**src/rtl/sdt_mem_responder.sv**
```systemverilog
// Memory-side SDT responder: serves one read or write at a time from an internal
// array and acknowledges after a fixed LATENCY, flagging illegal requests with m_err.
module sdt_mem_responder #(
    parameter int ADDR_WIDTH = 8,
    parameter int DATA_WIDTH = 8,
    parameter int MEM_DEPTH  = 2 ** ADDR_WIDTH,
    parameter int LATENCY    = 2
) (
    input  logic                  clk,
    input  logic                  rst,
    input  logic                  m_rd,
    input  logic                  m_wr,
    input  logic [ADDR_WIDTH-1:0] m_addr,
    input  logic [DATA_WIDTH-1:0] m_wr_data,
    output logic [DATA_WIDTH-1:0] m_rd_data,
    output logic                  m_ack,
    output logic                  m_err,
    output logic                  busy
);

    localparam int                CNT_W     = $clog2(LATENCY + 1);
    localparam int                IDX_W     = (MEM_DEPTH > 1) ? $clog2(MEM_DEPTH) : 1;
    localparam logic [CNT_W-1:0]  CNT_LOAD  = CNT_W'(LATENCY - 1);
    localparam logic [ADDR_WIDTH:0] DEPTH_LIM = (ADDR_WIDTH + 1)'(MEM_DEPTH);

    typedef enum logic [1:0] {
        S_IDLE = 2'd0,
        S_WAIT = 2'd1,
        S_ACK  = 2'd2
    } state_e;

    state_e                  state_q;
    logic [CNT_W-1:0]        cnt_q;
    logic                    op_wr_q;
    logic                    err_q;
    logic [ADDR_WIDTH-1:0]   addr_q;
    logic [DATA_WIDTH-1:0]   wdata_q;
    logic                    ack_q;
    logic                    err_out_q;
    logic                    busy_q;
    logic [DATA_WIDTH-1:0]   rd_data_q;
    logic [DATA_WIDTH-1:0]   mem_q [0:MEM_DEPTH-1];

    logic                    req_d;
    logic                    illegal_d;
    logic [IDX_W-1:0]        idx_d;
    logic [DATA_WIDTH-1:0]   rd_word_d;

    // Request decode for the IDLE sample and array read port for the latched address.
    always_comb begin
        req_d     = m_rd | m_wr;
        illegal_d = 1'b0;
        if (m_rd && m_wr) begin
            illegal_d = 1'b1;
        end else if ({1'b0, m_addr} >= DEPTH_LIM) begin
            illegal_d = 1'b1;
        end else begin
            illegal_d = 1'b0;
        end
        idx_d     = addr_q[IDX_W-1:0];
        rd_word_d = mem_q[idx_d];
    end

    // Transaction FSM; ack, err, busy and read data are all registered here.
    always_ff @(posedge clk or negedge rst) begin
        if (!rst) begin
            state_q   <= S_IDLE;
            cnt_q     <= {CNT_W{1'b0}};
            op_wr_q   <= 1'b0;
            err_q     <= 1'b0;
            addr_q    <= {ADDR_WIDTH{1'b0}};
            wdata_q   <= {DATA_WIDTH{1'b0}};
            ack_q     <= 1'b0;
            err_out_q <= 1'b0;
            busy_q    <= 1'b0;
            rd_data_q <= {DATA_WIDTH{1'b0}};
        end else begin
            case (state_q)
                S_IDLE: begin
                    ack_q     <= 1'b0;
                    err_out_q <= 1'b0;
                    if (req_d) begin
                        op_wr_q <= m_wr;
                        err_q   <= illegal_d;
                        addr_q  <= m_addr;
                        wdata_q <= m_wr_data;
                        cnt_q   <= CNT_LOAD;
                        busy_q  <= 1'b1;
                        state_q <= S_WAIT;
                    end
                end
                S_WAIT: begin
                    // Leaving WAIT at count zero puts the ack exactly LATENCY edges after the sample.
                    if (cnt_q == {CNT_W{1'b0}}) begin
                        state_q   <= S_ACK;
                        ack_q     <= 1'b1;
                        err_out_q <= err_q;
                        if (err_q) begin
                            rd_data_q <= {DATA_WIDTH{1'b0}};
                        end else if (!op_wr_q) begin
                            rd_data_q <= rd_word_d;
                        end
                    end else begin
                        cnt_q <= cnt_q - CNT_W'(1);
                    end
                end
                S_ACK: begin
                    ack_q     <= 1'b0;
                    err_out_q <= 1'b0;
                    busy_q    <= 1'b0;
                    state_q   <= S_IDLE;
                end
                default: begin
                    ack_q     <= 1'b0;
                    err_out_q <= 1'b0;
                    busy_q    <= 1'b0;
                    state_q   <= S_IDLE;
                end
            endcase
        end
    end

    // Array write at the end of a legal write's ack cycle; contents are never reset.
    always_ff @(posedge clk) begin
        if ((state_q == S_ACK) && op_wr_q && !err_q) begin
            mem_q[idx_d] <= wdata_q;
        end
    end

    assign m_ack     = ack_q;
    assign m_err     = err_out_q;
    assign busy      = busy_q;
    assign m_rd_data = rd_data_q;

endmodule

```
**config.mk**
```make
export PLATFORM = sky130hd
export DESIGN_NAME = sdt_mem_responder
export DESIGN_NICKNAME = d
export VERILOG_FILES = /design/src/rtl/sdt_mem_responder.sv
export SDC_FILE = /design/constraint.sdc
export NUM_CORES = 2
export LEC_CHECK = 0
export CORE_MARGIN = 10
export CORE_UTILIZATION = 55
export CTS_BUF_LIST = sky130_fd_sc_hd__clkbuf_4 sky130_fd_sc_hd__clkbuf_8
export DETAILED_ROUTE_END_ITERATION = 12
export GPL_ROUTABILITY_DRIVEN = 0
export HOLD_SLACK_MARGIN = 0.02
export PLACE_DENSITY = 0.71
export RECOVER_POWER = 25
export SYNTH_ARGS = -nofsm -noshare
export SYNTH_HDL_FRONTEND = slang
export SYNTH_SLANG_ARGS = --single-unit
```
**constraint.sdc**
```tcl
create_clock -name clk -period 5.4 [get_ports clk]
set_input_delay 1.35 -clock clk [delete_from_list [all_inputs] [get_ports clk]]
set_output_delay 1.35 -clock clk [all_outputs]
set_load 0.01 [all_outputs]
```
==> flow_metrics.tcl <==
set metrics [dict create \
    status "finished, violations left" \
    violations "capacitance limit, slew limit" \
    yosysWarnings 0 \
    worstSetupEndpointType "flip-flop" \
    clkTransAtPathRegs_ps 60 \
    hold_viol 0 \
    slew_headroom -1.172 \
    ys_seq_area_frac 0.7744 \
    cp_cell_sequence "clkbuf_4" \
    grt_pass1_wl_um 278900 \
    grt_pass1_vias 40470 \
    die_h_um 402.5 \
    critPathMaxStageDelay_ps 2120 \
    rows 140 \
    sw_frac_of_total 0.3147 \
    cts.sinks 2081 \
    drtIter0Drc 5390 \
    maxCapViolCount 11 \
    fp.dieW_um 402.5 \
    hpwl_um 110500 \
    critPathTopFamily "buffers and inverters" \
    p_leak_nw 28.19 \
    min_from "state_q[1]" \
    first_pass_iters 8 \
    cts_resized 0 \
    dieArea_mm2 0.1620 \
    path_buf_inv 1 \
    syn_area_mm2 0.08049 \
    worstMarginPinSlew_ps 3258 \
    synth_most_common_cell "edfxtp_1" \
    drive_gt1_frac 0.2811 \
    port_buffers 30 \
    timing.fmax_mhz 228.8 \
    fin_total_pwr_mw 46.84 \
    grt_usage 0.2340 \
    drv_slew 1453 \
    yosysUniqueCellTypes 51 \
    peakVddDrop_v 0.0004827 \
    grt_max_degree 221 \
    tritoncts "built" \
    crit_type "reg2reg" \
    crit_required_ps 5780 \
    syn_to_final_growth_pct 11.72 \
    arrival_ps 4750 \
    syn_avg_cell_area_um2 21.30 \
    rsz0062_at_grt "false" \
    vias 40020 \
    ys.flop_type "edfxtp_1" \
    layout.nets 4121 \
    finalSetupViolations 0 \
    cts.path.max_buffers 4 \
    cts_root_buf "clkbuf_8" \
    hold_end "busy" \
    clk_latency_ps 1020 \
    seqCellArea_mm2 0.06234 \
    synth_area_leader_cell "edfxtp_1" \
    antenna_found_initial 3 \
    crit-reg2reg-launch "wdata_q[1]" \
    wl_per_cell_um 30.39 \
    clkPwrFrac 0.276 \
    period_minus_slack_ps 4371 \
    synth_edf_count 2048 \
    worstReg2RegEnd "mem_q[246][1]" \
    power_frac_comb 0.267 \
    synthTopCellsByCount "edfxtp_1 (2048), mux4_2 (483), nor2_1 (295), mux2i_1 (160), nand2_1 (92)" \
    synthTopCellsByArea "edfxtp_1 (76%), mux4_2 (14%), mux2i_1 (2.0%)" \
    fillers 9835 \
    routed_via_density 6.387 \
    clock_skew_ps 70.82 \
    reg2reg_depth 1 \
    ctsHoldBuffers 0 \
    drc 0 \
    multi_input_area_mm2 0.01708 \
    synth_nets 3800 \
    post-cts-setup-buffers 0 \
    hold_depth 1 \
    timing.final.crit_share 0.8094 \
    synth_top_area_share 0.7641 \
    start_util 0.5529 \
    min_path_type "reg2reg" \
    seqPwrFrac 0.457 \
    ys_seq_elements 2081 \
    worstSetupStartpointType "flip-flop" \
    power_switching_mw 14.74 \
    setup_tns_ps 0 \
    overflow 0 \
    final_core_util 0.6178 \
    htree_levels 5 \
    cp_slowest_cell "clkbuf_4" \
    routed_wl_um 190400 \
    syn_inst 3779 \
    async_flop_share 0.01586 \
    regToRegSetupSlack_ps 1030 \
    cts_buffers 342 \
    ioPinCount 31 \
    ant_nets 0 \
    powerDensity_mw_per_mm2 520.9 \
    power.internal_mw 32.10 \
    core_mm2 0.1456 \
    worstPathMaxFanout 214 \
]
-- cell families after synthesis --
kind of cell | share of synthesized area
DFF | 0.7744
muxes | 0.1601
and+or+nand+nor | 0.02500
AOI/OAI and AO/OA | 0.02629
buffers and inverters | 0.01412
adders and majority gates | 0.0001554
-- area by class of cell --
cell class / count / share of cell area
tap: 1917 / 0.02667
clock buffer: 466 / 0.06388
multi-input combinational: 1473 / 0.1899
inverter: 7 / 0.0002922
clock inverter: 121 / 0.006428
antenna: 5 / 0.0001391
timing repair buffer: 195 / 0.01940
sequential: 2081 / 0.6932
-- routing by layer --
metal	GRT usage	wire length, um	share of wire
met1	0.3280	73660	0.39
met5	0	0	0
met3	0.05947	19960	0.10
met2	0.3564	89250	0.47
met4	0.09059	7524	0.040
-- through the flow --
step,hold WS (ps),setup WS (ps),instances,area [um^2]
final,471.4,1029,6265,89920
after global routing,537.3,769.5,6264,89920
after CTS,488.1,1090,6260,90010
after detailed placement,493.6,1145,5673,83690
after global placement,453.0,1005,5673,83690
after floorplan,439.6,1413,3779,80490
-- how the worst max path moves through the flow --
stage                from       endpoint  slack, ps  cells past startpoint
3_5_place_dp    addr_q[0]   m_rd_data[6]       1140                      8
3_3_place_gp    addr_q[0]   m_rd_data[6]       1000                      8
2_1_floorplan  wdata_q[0]    mem_q[0][0]       1410                      0
6_report       wdata_q[1]  mem_q[246][1]       1030                      1
4_1_cts         addr_q[0]   m_rd_data[6]       1090                      8
5_1_grt        wdata_q[3]   mem_q[90][3]        770                      1
-- cell usage in the layout (no fill, tap or decap), types with 7 or more instances in the layout --
cell type,count
nor2b_1,21
a2111oi_0,8
o21a_1,8
nand2_2,11
buf_12,17
o221ai_1,8
clkbuf_4,112
clkbuf_8,359
o22ai_1,45
a22o_1,11
a31oi_1,15
clkdlybuf4s50_1,28
clkinv_1,74
clkinv_2,39
o22a_1,7
a21oi_1,33
mux2i_1,160
edfxtp_1,2048
nand3_1,20
mux4_2,483
mux2_2,36
buf_4,141
a22oi_1,56
o211ai_1,21
nor2_1,295
dfrtp_1,28
nor3_1,8
nand2_1,81
o21ai_0,71
a221oi_1,21
-- power by group through the flow --
stage,Sequential (mW),Clock [mW],Combinational (mW)
final,21.4,12.9,12.5
after global routing,21.5,13.9,13.2
after CTS,21.2,13.1,12.5
after detailed placement,21.5,0,12.5
after global placement,21.5,0,12.3
after floorplan,22.1,0,7.52
-- sequential cells by signal, indices dropped and copies added, names as in the netlist --
register and flops:
m_rd_data 8, addr_q 8, m_err 1, m_ack 1, busy 1, mem_q 2048
err_q 1, op_wr_q 1, cnt_q 2, state_q 2, wdata_q 8
Power figures use the tool's default switching activity.
